File: src/rtl/gray_ptr_sync_mc.sv
// Multi-channel gray pointer synchroniser: SYNC_STAGES-deep chain, registered binary, update strobe.
// Define GRAY_SYNC_CHK_EN to add sticky per-channel multi-bit-change detection on ptr_err_o.
module gray_ptr_sync_mc #(
   parameter int PTR_WIDTH   = 5,
   parameter int CH_NUM      = 4,
   parameter int SYNC_STAGES = 2
) (
   input  logic                            dst_clk_i,
   input  logic                            rst_i,
   input  logic [CH_NUM*(PTR_WIDTH+1)-1:0] ptr_gray_i,
   input  logic [CH_NUM-1:0]               err_clr_i,
   output logic [CH_NUM*(PTR_WIDTH+1)-1:0] ptr_gray_o,
   output logic [CH_NUM*(PTR_WIDTH+1)-1:0] ptr_bin_o,
   output logic [CH_NUM-1:0]               ptr_upd_o,
   output logic [CH_NUM-1:0]               ptr_err_o
);
   localparam int PW = PTR_WIDTH + 1;
   localparam int NS = (SYNC_STAGES < 2) ? 2 : SYNC_STAGES;

   for (genvar c = 0; c < CH_NUM; c++) begin : g_ch
      logic [NS-1:0][PW-1:0] sync_d, sync_q;
      logic [PW-1:0]         gray_last;
      logic [PW-1:0]         prev_d, prev_q;
      logic [PW-1:0]         bin_d, bin_q;
      logic                  upd_d, upd_q;
      logic                  err_d, err_q;

      assign gray_last = sync_q[NS-1];

      always_comb begin
         // stage 0 takes the raw input; stage NS-1 is the synchronised pointer
         sync_d = {sync_q[NS-2:0], ptr_gray_i[c*PW +: PW]};
         prev_d = gray_last;
         bin_d  = '0;
         for (int i = 0; i < PW; i++) begin
            bin_d[i] = ^(gray_last >> i);
         end
         upd_d = (gray_last != prev_q);
`ifdef GRAY_SYNC_CHK_EN
         err_d = err_q;
         if (err_clr_i[c]) begin
            err_d = 1'b0;
         end
         if ($countones(gray_last ^ prev_q) > 1) begin
            err_d = 1'b1;
         end
`else
         err_d = 1'b0;
`endif
      end

      always_ff @(posedge dst_clk_i or posedge rst_i) begin
         if (rst_i) begin
            sync_q <= '0;
            prev_q <= '0;
            bin_q  <= '0;
            upd_q  <= 1'b0;
            err_q  <= 1'b0;
         end else begin
            sync_q <= sync_d;
            prev_q <= prev_d;
            bin_q  <= bin_d;
            upd_q  <= upd_d;
            err_q  <= err_d;
         end
      end

      assign ptr_gray_o[c*PW +: PW] = gray_last;
      assign ptr_bin_o[c*PW +: PW]  = bin_q;
      assign ptr_upd_o[c]           = upd_q;
      assign ptr_err_o[c]           = err_q;
   end

`ifndef GRAY_SYNC_CHK_EN
   logic unused_err_clr;
   assign unused_err_clr = ^err_clr_i;
`endif

endmodule

File: config.mk
export PLATFORM = sky130hd
export DESIGN_NAME = gray_ptr_sync_mc
export DESIGN_NICKNAME = d
export VERILOG_FILES = /design/src/rtl/gray_ptr_sync_mc.sv
export SDC_FILE = /design/constraint.sdc
export NUM_CORES = 1
export LEC_CHECK = 0
export ABC_AREA = 0
export ABC_CLOCK_PERIOD_IN_PS = 9200
export CELL_PAD_IN_SITES_DETAIL_PLACEMENT = 1
export CELL_PAD_IN_SITES_GLOBAL_PLACEMENT = 1
export CORE_MARGIN = 8
export CORE_UTILIZATION = 41
export DETAILED_ROUTE_END_ITERATION = 8
export GPL_TIMING_DRIVEN = 0
export PLACE_DENSITY = 0.94
export SLEW_MARGIN = 15
export SYNTH_ARGS = -nofsm -noshare
export SYNTH_HDL_FRONTEND = slang
export SYNTH_SLANG_ARGS = --single-unit
File: constraint.sdc
create_clock -name dst_clk_i -period 9.2 [get_ports dst_clk_i]
set_input_delay 1.84 -clock dst_clk_i [delete_from_list [all_inputs] [get_ports dst_clk_i]]
set_output_delay 1.84 -clock dst_clk_i [all_outputs]
set_load 0.01 [all_outputs]
==> results.yml, run 1 <==
route:
  first_pass_iters: 4
  postRouteAntennaNets: 0
  totalWireLength_um: 5990
  vias_per_cell: 4.27
  num_vias: 1574
  drc_errors: 0
  drt_iter0_drc: 46
  wire_per_inst_um: 16.2
cells_and_area:
  area_growth_pct: 37.1
  layout_commonest_cell: "dfrtp_1"
  drive_above_1_share_pct: 14.1
  antennaDiodeCount: 0
  nNetsFinal: 295
  num-fill-cells: 692
  final_cell_mix: "dfrtp_1, clkdlybuf4s50_1, xor2_1"
critical_path:
  start_kind: "flip-flop"
  cpPeakStageDelay_ns: 0.52
  critPathSlowestCell: "clkdlybuf4s50_1"
  crit_arrival_ns: 1.46
  path_buf_inv: 2
  path_class: "reg2out"
  cp_cell_sequence: "buf_4 -> clkdlybuf4s50_1"
  critical_path_peak_fanout: 5
  end_kind: "primary output"
  crit_family: "buffers and inverters"
  critPathRequiredTime_ns: 7.36
cts:
  cts_hold_buf: 0
  cts_inserted_buffers: 9
  ctsResizeCount: 0
  cts.path.max_buffers: 2
  cts_setup_buffers: 0
  cts.sinks: 96
  cts.reportedPaths.clkPinSlew_ns: 0.09
  ctsRootBufferMaster: "clkbuf_8"
  cts_tree: "yes"
  clk-insertion-delay-late_ns: 0.34
  ctsHtreeMaxLevel: 3
place:
  gp_congestion: 0.748
  io_buffers: 77
  preCtsSetupSlack_ns: 6.25
  dp_hpwl_um: 4590
floorplan:
  die_h_um: 103
  die_w_um: 103
  die_area_sq_um: 10500
  core_sq_um: 7250
  pin_count: 86
  core.rowCount: 31
  start_util_pct: 42.4
global_routing:
  track_usage_pct: 12.5
  grt_overflow: 0
  antenna_found_initial: 0
  grt_max_degree: 68
  grt_pass1_vias: 1814
  grt_pass1_wl_um: 9590
logic_synthesis:
  yosys_warnings: 0
  synth_area_leaders: "dfrtp_1, xor2_1, xnor2_1, buf_4, xor3_2"
  synth_seq_area_share_pct: 78.2
  synth.avg_cell_area_sq_um: 17.8
  yosysTopAreaCell: "dfrtp_1"
  syn_area_sq_um: 3070
  ys_ff_latch: 96
  yosys.area.top_type_share_pct: 78.2
  synth_cells: 173
  synth_cell_types: 11
power_and_ir_drop:
  seqPwrFrac_pct: 54.4
  sw_frac_of_total_pct: 23.8
  p_int_uw: 664
  p_comb_share_pct: 14.3
  p_leak_uw: 0.00185
  peakVddDrop_uv: 128
  power_density_nw_per_um2: 207
  switchingPower_uw: 207
  p_clk_share_pct: 31.3
run_status:
  status: "complete, no violations"
sta:
  fin_ws_ns: 5.90
  fmax_mhz: 303
  grt_setup_unrepaired: "no"
  setup_violations: 0
  finClkSkew_ns: 0.00661
  fin_crit_sh_pct: 35.9
  hold_ws_ns: 0.353
  tns_ns: 0
  hold_violations: 0
  drv_slew: 0
  min_period_ns: 3.30
min_path:
  hold_path_class: "reg2reg"
flow_run:
  drv_cap: 0
-- stage by stage --
step | area, sq um | total power [uW] | cells | utilization (%)
6_report | 4210 | 872 | 369 | 58.1
5_1_grt | 4210 | 912 | 369 | 58.1
4_1_cts | 4210 | 889 | 369 | 58.1
3_5_place_dp | 4010 | 612 | 353 | 55.3
3_3_place_gp | 3980 | 601 | 352 | 54.9
2_1_floorplan | 3080 | 533 | 176 | -
-- per-layer routing --
metal  vias to the layer above  track usage [%]  share of wire (%)
li1                        699                -                  -
met1                       808             12.9                 35
met2                        57             22.2                 55
met3                        10             4.79                8.5
met4                         0             5.53                1.5
met5                         -                0                  0
-- final cells by class --
class,count,area (sq um),area share (%)
sequential,96,2400,57.0
tap,99,124,2.94
timing repair buffer,78,798,18.9
clock buffer,10,138,3.27
clock inverter,6,66.3,1.57
inverter,3,13.8,0.327
buffer,16,120,2.85
multi-input combinational,61,551,13.1
-- worst register-to-register path, cell delays in order, from the launching register on --
cell and delay (ns):
dfrtp_1 0.46, xor3_2 0.51, xnor2_2 0.22, xnor3_1 0.27
-- synth_stat cells --
library cell	instances
xor3_2	2
conb_1	1
dfrtp_1	96
xor2_1	25
nand3_1	4
buf_4	16
xnor2_1	19
xnor3_1	1
nor4_1	4
xnor2_2	2
inv_1	3
-- final timing paths --
path                                       from              endpoint  slack (ns)  cells past startpoint
setup reg to reg           g_ch[1].gray_last[5]      g_ch[1].bin_q[0]        7.62                      3
min in group asynchronous                 rst_i         g_ch[3].upd_q        1.83                      2
hold / removal                g_ch[3].sync_d[6]  g_ch[3].gray_last[0]        0.35                      0
setup / recovery           g_ch[1].gray_last[5]        ptr_gray_o[11]        5.90                      2
max in group asynchronous                 rst_i     g_ch[0].sync_d[7]        6.73                      3
hold reg to reg               g_ch[3].sync_d[6]  g_ch[3].gray_last[0]        0.35                      0
-- logic make-up after synthesis --
kind of cell,after synthesis,synth area share (%)
buffers and inverters,19,4.28
other,1,0.122
and+or+nand+nor,8,1.47
xor gates and xnor gates,49,16.0
DFF,96,78.2
-- state kept, by name, indices dropped and copies added (netlist names) --
register / flops
g_ch.bin_q: 24
g_ch.gray_last: 24
g_ch.prev_q: 20
g_ch.sync_d: 24
g_ch.upd_q: 4
-- power groups by stage --
| stage | Sequential (uW) | Combinational [uW] | Clock [uW] |
|---|---|---|---|
| after floorplan | 491 | 42.4 | 0 |
| after global placement | 480 | 122 | 0 |
| after detailed placement | 484 | 128 | 0 |
| after CTS | 475 | 128 | 285 |
| after global routing | 479 | 135 | 299 |
| final | 474 | 125 | 273 |
Note: power is estimated with default switching activity, not from simulation.
==> inputs of run 2 (changes only) <==
--- a/config.mk
+++ b/config.mk
@@ -6,14 +6,14 @@
 export NUM_CORES = 1
 export LEC_CHECK = 0
 export ABC_AREA = 0
-export ABC_CLOCK_PERIOD_IN_PS = 9200
+export ABC_CLOCK_PERIOD_IN_PS = 2700
 export CELL_PAD_IN_SITES_DETAIL_PLACEMENT = 1
 export CELL_PAD_IN_SITES_GLOBAL_PLACEMENT = 1
 export CORE_MARGIN = 8
-export CORE_UTILIZATION = 41
+export CORE_UTILIZATION = 35
 export DETAILED_ROUTE_END_ITERATION = 8
 export GPL_TIMING_DRIVEN = 0
-export PLACE_DENSITY = 0.94
+export PLACE_DENSITY = 0.87
 export SLEW_MARGIN = 15
 export SYNTH_ARGS = -nofsm -noshare
 export SYNTH_HDL_FRONTEND = slang
==> constraint.sdc (replaced) <==
create_clock -name dst_clk_i -period 2.7 [get_ports dst_clk_i]
set_input_delay 0.54 -clock dst_clk_i [delete_from_list [all_inputs] [get_ports dst_clk_i]]
set_output_delay 0.54 -clock dst_clk_i [all_outputs]
set_load 0.01 [all_outputs]
==> run 2 against run 1 <==
Effect of this change:
- sequential share of layout area decreased by 0.051 points
- routed wire length decreased by 8.9%
- critical path type unchanged
- largest power group unchanged
- cell area about the same
- sequential power increased to 3.4 times the previous value
- die area increased by 14%
- clock power increased to 3.2 times the previous value
==> results.yml, run 2 (synthesized netlist as in run 1, its figures left out) <==
run_status:
  status: "complete, no violations"
route:
  drc_errors: 0
  postRouteAntennaNets: 0
  first_pass_iters: 3
  totalWireLength_um: 5460
  drt_iter0_drc: 24
  vias_per_cell: 4.13
  wire_per_inst_um: 14.4
  num_vias: 1564
critical_path:
  rr_startpoint: "g_ch[1].gray_last[5]"
  critPathRequiredTime_ns: 2.16
  end_kind: "primary output"
  path_class: "reg2out"
  worstRegToRegCells: 3
  crit_arrival_ns: 1.46
  critical_path_peak_fanout: 5
  timing.rr.end: "g_ch[1].bin_q[0]"
  start_kind: "flip-flop"
  reg2reg_slack_ns: 1.13
global_routing:
  antenna_found_initial: 0
  grt_pass1_wl_um: 8930
  track_usage_pct: 9.80
  grt_pass1_vias: 1785
  grt_overflow: 0
  grt_max_degree: 39
floorplan:
  die_w_um: 110
  core.rowCount: 34
  die_h_um: 110
  core_sq_um: 8640
  pin_count: 86
  die_area_sq_um: 12000
  start_util_pct: 35.6
cells_and_area:
  drive_above_1_share_pct: 14.4
  layout_commonest_cell: "dfrtp_1"
  num-fill-cells: 849
  final_cell_mix: "dfrtp_1, clkdlybuf4s50_1, xor2_1"
  area_growth_pct: 37.2
  antennaDiodeCount: 0
  nNetsFinal: 296
cts:
  cts_tree: "yes"
  cts.path.max_buffers: 2
  cts.sinks: 96
  cts_setup_buffers: 0
  ctsHtreeMaxLevel: 3
  ctsRootBufferMaster: "clkbuf_8"
  cts.reportedPaths.clkPinSlew_ns: 0.10
  clk-insertion-delay-late_ns: 0.35
  cts_hold_buf: 0
  ctsResizeCount: 0
  cts_inserted_buffers: 9
sta:
  grt_setup_unrepaired: "no"
  hold_violations: 0
  fmax_mhz: 501
  tns_ns: 0
  fin_crit_sh_pct: 74.0
  hold_ws_ns: 0.345
  relSlewSlack_pct: 65.3
  setup_violations: 0
  tightestPinTransition_ns: 0.520
  min_period_ns: 2.00
  finClkSkew_ns: 0.00975
  drv_slew: 0
min_path:
  hp-start: "g_ch[3].sync_d[10]"
  worstHoldEndpoint: "g_ch[3].gray_last[4]"
  hold_path_class: "reg2reg"
  holdPathStages: 0
power_and_ir_drop:
  power_density_nw_per_um2: 689
  p_leak_uw: 0.00183
  peakVddDrop_uv: 343
place:
  dp_hpwl_um: 4170
  io_buffers: 77
  gp_congestion: 0.711
flow_run:
  drv_cap: 0
==> run 2: area by class of cell <==
class                      count  area (sq um)  share of cell area (%)
inverter                       3          15.0                   0.356
tap                          108           135                    3.20
clock buffer                   9           124                    2.94
multi-input combinational     61           551                    13.1
clock inverter                 7          58.8                    1.39
buffer                        16           120                    2.85
sequential                    96          2400                    57.0
timing repair buffer          79           811                    19.2
==> run 2: worst max-delay path by stage <==
stage / start / endpoint / slack [ns]
2_1_floorplan: rst_i / g_ch[0].bin_q[0] / 1.03
3_3_place_gp: rst_i / g_ch[1].gray_last[5] / 0.13
3_5_place_dp: g_ch[2].gray_last[5] / ptr_gray_o[17] / 1.06
4_1_cts: g_ch[1].gray_last[5] / ptr_gray_o[11] / 0.65
5_1_grt: g_ch[3].gray_last[5] / ptr_gray_o[23] / 0.62
6_report: g_ch[1].gray_last[5] / ptr_gray_o[11] / 0.70
==> run 2: critical path, cell delays in order, from the launching register on <==
cell and delay (ns):
dfrtp_1 0.44, buf_4 0.14, clkdlybuf4s50_1 0.52
==> run 2: per-stage QoR <==
stage	cell area, sq um	total power, uW	util, %	worst slack, ns	cells
floorplan	3090	1820	-	1.03	176
global placement	3990	2050	46.2	0.126	361
detailed placement	4030	2080	46.7	1.06	363
CTS	4220	2960	48.8	0.654	379
global route	4220	3050	48.8	0.617	379
finish	4220	2900	48.8	0.703	379
==> run 2: layer usage <==
metal | routed length [um] | global-route usage (%) | share of wire [%] | up-vias
met4 | 100 | 5.50 | 1.8 | 0
li1 | - | - | - | 703
met2 | 2890 | 16.8 | 53 | 53
met3 | 418 | 3.52 | 7.7 | 10
met1 | 2050 | 10.3 | 38 | 798
met5 | 0 | 0 | 0 | -
==> run 2: report_power, final <==
| part | switching [uW] | internal (uW) | leakage (uW) |
|---|---|---|---|
| logic | 170 | 255 | 0.000634 |
| clock network | 515 | 353 | 0.0000929 |
| registers | 58.9 | 1550 | 0.00111 |
| total | 744 | 2160 | 0.00183 |
==> inputs of run 3 (changes only) <==
--- a/config.mk
+++ b/config.mk
@@ -6,7 +6,7 @@
 export NUM_CORES = 1
 export LEC_CHECK = 0
 export ABC_AREA = 0
-export ABC_CLOCK_PERIOD_IN_PS = 2700
+export ABC_CLOCK_PERIOD_IN_PS = 1800
 export CELL_PAD_IN_SITES_DETAIL_PLACEMENT = 1
 export CELL_PAD_IN_SITES_GLOBAL_PLACEMENT = 1
 export CORE_MARGIN = 8
==> constraint.sdc (replaced) <==
create_clock -name dst_clk_i -period 1.8 [get_ports dst_clk_i]
set_input_delay 0.36 -clock dst_clk_i [delete_from_list [all_inputs] [get_ports dst_clk_i]]
set_output_delay 0.36 -clock dst_clk_i [all_outputs]
set_load 0.01 [all_outputs]
==> run 3 against run 2 <==
Effect of this change:
- clock skew is 0.00074 ns higher
- power is 51% higher
- combinational power is 54% higher
- largest cell class unchanged
- largest power group unchanged
- highest routed layer unchanged
==> results.yml, run 3 (synthesized netlist as in run 1, its figures left out) <==
cells_and_area:
  fin_util_pct: 49.5
  num-fill-cells: 847
  drive_above_1_share_pct: 20.9
  layout_commonest_cell: "dfrtp_1"
  multiInputGateArea_sq_um: 551
  final-seq-area_sq_um: 2420
  area_growth_pct: 39.2
  antennaDiodeCount: 0
  nNetsFinal: 302
  final_cell_mix: "dfrtp_1, clkdlybuf4s50_1, xor2_1"
power_and_ir_drop:
  p_total_uw: 4380
  p_int_uw: 3250
  p_clk_share_pct: 29.9
  seqPwrFrac_pct: 55.2
  power_density_nw_per_um2: 1020
  p_comb_share_pct: 14.9
  peakVddDrop_uv: 522
  p_leak_uw: 0.00185
  switchingPower_uw: 1130
  sw_frac_of_total_pct: 25.7
sta:
  grt_setup_unrepaired: "no"
  hold_violations: 0
  finClkSkew_ns: 0.0105
  min_period_ns: 1.74
  drv_slew: 0
  hold_ws_ns: 0.344
  fin_crit_sh_pct: 96.5
  fmax_mhz: 576
  setup_violations: 0
  tightestPinTransition_ns: 0.520
  fin_ws_ns: 0.0635
  relSlewSlack_pct: 65.2
critical_path:
  reg2reg_slack_ns: 0.22
  path_class: "reg2out"
  end_kind: "primary output"
  cp_cell_sequence: "clkdlybuf4s50_1"
  critPathRequiredTime_ns: 1.44
  critical_path_peak_fanout: 5
  timing.rr.end: "g_ch[1].bin_q[0]"
  start_kind: "flip-flop"
  cp.depth: 1
  worstRegToRegCells: 4
  cpPeakStageDelay_ns: 0.57
  critPathSlowestCell: "clkdlybuf4s50_1"
  path_buf_inv: 1
  crit_family: "buffers and inverters"
  crit_arrival_ns: 1.38
  rr_startpoint: "g_ch[1].gray_last[5]"
cts:
  cts_tree: "yes"
  cts.sinks: 96
  cts_inserted_buffers: 9
  clk-insertion-delay-late_ns: 0.36
  cts.path.max_buffers: 2
  ctsHtreeMaxLevel: 3
  ctsRootBufferMaster: "clkbuf_8"
  cts.reportedPaths.clkPinSlew_ns: 0.10
floorplan:
  start_util_pct: 35.6
  die_h_um: 110
  die_area_sq_um: 12000
  core_sq_um: 8640
  pin_count: 86
  core.rowCount: 34
  die_w_um: 110
place:
  preCtsSetupSlack_ns: 0.226
  dp_hpwl_um: 4170
  io_buffers: 77
  gp_congestion: 0.711
route:
  wire_per_inst_um: 14.5
  drc_errors: 0
  totalWireLength_um: 5570
  first_pass_iters: 2
  postRouteAntennaNets: 0
  num_vias: 1594
  vias_per_cell: 4.14
  drt_iter0_drc: 16
global_routing:
  antenna_found_initial: 0
  grt_pass1_vias: 1806
  grt_max_degree: 39
  track_usage_pct: 9.96
  grt_overflow: 0
  grt_pass1_wl_um: 9030
min_path:
  worstHoldEndpoint: "g_ch[3].gray_last[4]"
  hp-start: "g_ch[3].sync_d[10]"
  holdPathStages: 0
  hold_path_class: "reg2reg"
flow_run:
  drv_cap: 0
run_status:
  status: "complete, no violations"
run 3: changes by cell type in the layout (fill, tap and decap cells not counted), sizes merged:
cell  change
buf       +6
run 3: worst reg2reg max path, cell delays in order, from the launching register on:
cell and delay [ns]:
dfrtp_1 0.39, buf_4 0.15, xor3_2 0.42, xnor2_2 0.24, xnor3_1 0.26
run 3: repair_timing:
item | 4_1_cts | 5_1_grt
endpoints found under the setup margin | 12 | 6
pin swaps | 0 | 0
gates resized for setup | 9 | 4
setup buffers | 4 | 2
hold buffers | 0 | 0
run 3: final cells by class:
class,instances,share of cell area [%]
plain buffers,16,2.81
flip-flops and latches,96,56.5
well taps,108,3.16
repair buffers,85,20.0
clock buffers,9,2.90
multi-input cells,61,12.9
inverters,3,0.351
clock inverters,7,1.37
run 3: power by group through the flow:
stage               Combinational (uW)  Sequential (uW)  Clock [uW]
finish                             654             2410        1310
global route                       710             2440        1450
global placement                   625             2450           0
CTS                                668             2420        1360
floorplan                          217             2510           0
detailed placement                 654             2470           0
run 3: how the worst max path moves through the flow:
stage | startpoint | endpoint | slack [ns]
after floorplan | rst_i | g_ch[0].bin_q[0] | 0.31
final | g_ch[3].gray_last[3] | ptr_gray_o[21] | 0.06
after detailed placement | g_ch[1].gray_last[5] | g_ch[1].bin_q[0] | 0.23
after CTS | g_ch[0].gray_last[1] | ptr_gray_o[1] | 0.004
after global placement | rst_i | g_ch[1].gray_last[5] | -0.59
after global routing | g_ch[3].gray_last[3] | ptr_gray_o[21] | 0.001
run 3: through the flow:
stage	cells	instance area, sq um	TNS [ns]
finish	385	4280	0
global route	385	4280	0
CTS	383	4260	0
detailed placement	363	4030	0
global placement	361	3990	-56.47
floorplan	176	3090	0
run 3: metal layers:
metal,vias up,global-route usage (%),part of all wire (%)
met5,-,0,0
met4,0,5.50,1.6
met3,9,3.52,7.1
met2,52,17.4,54
met1,818,10.3,37
li1,715,-,-
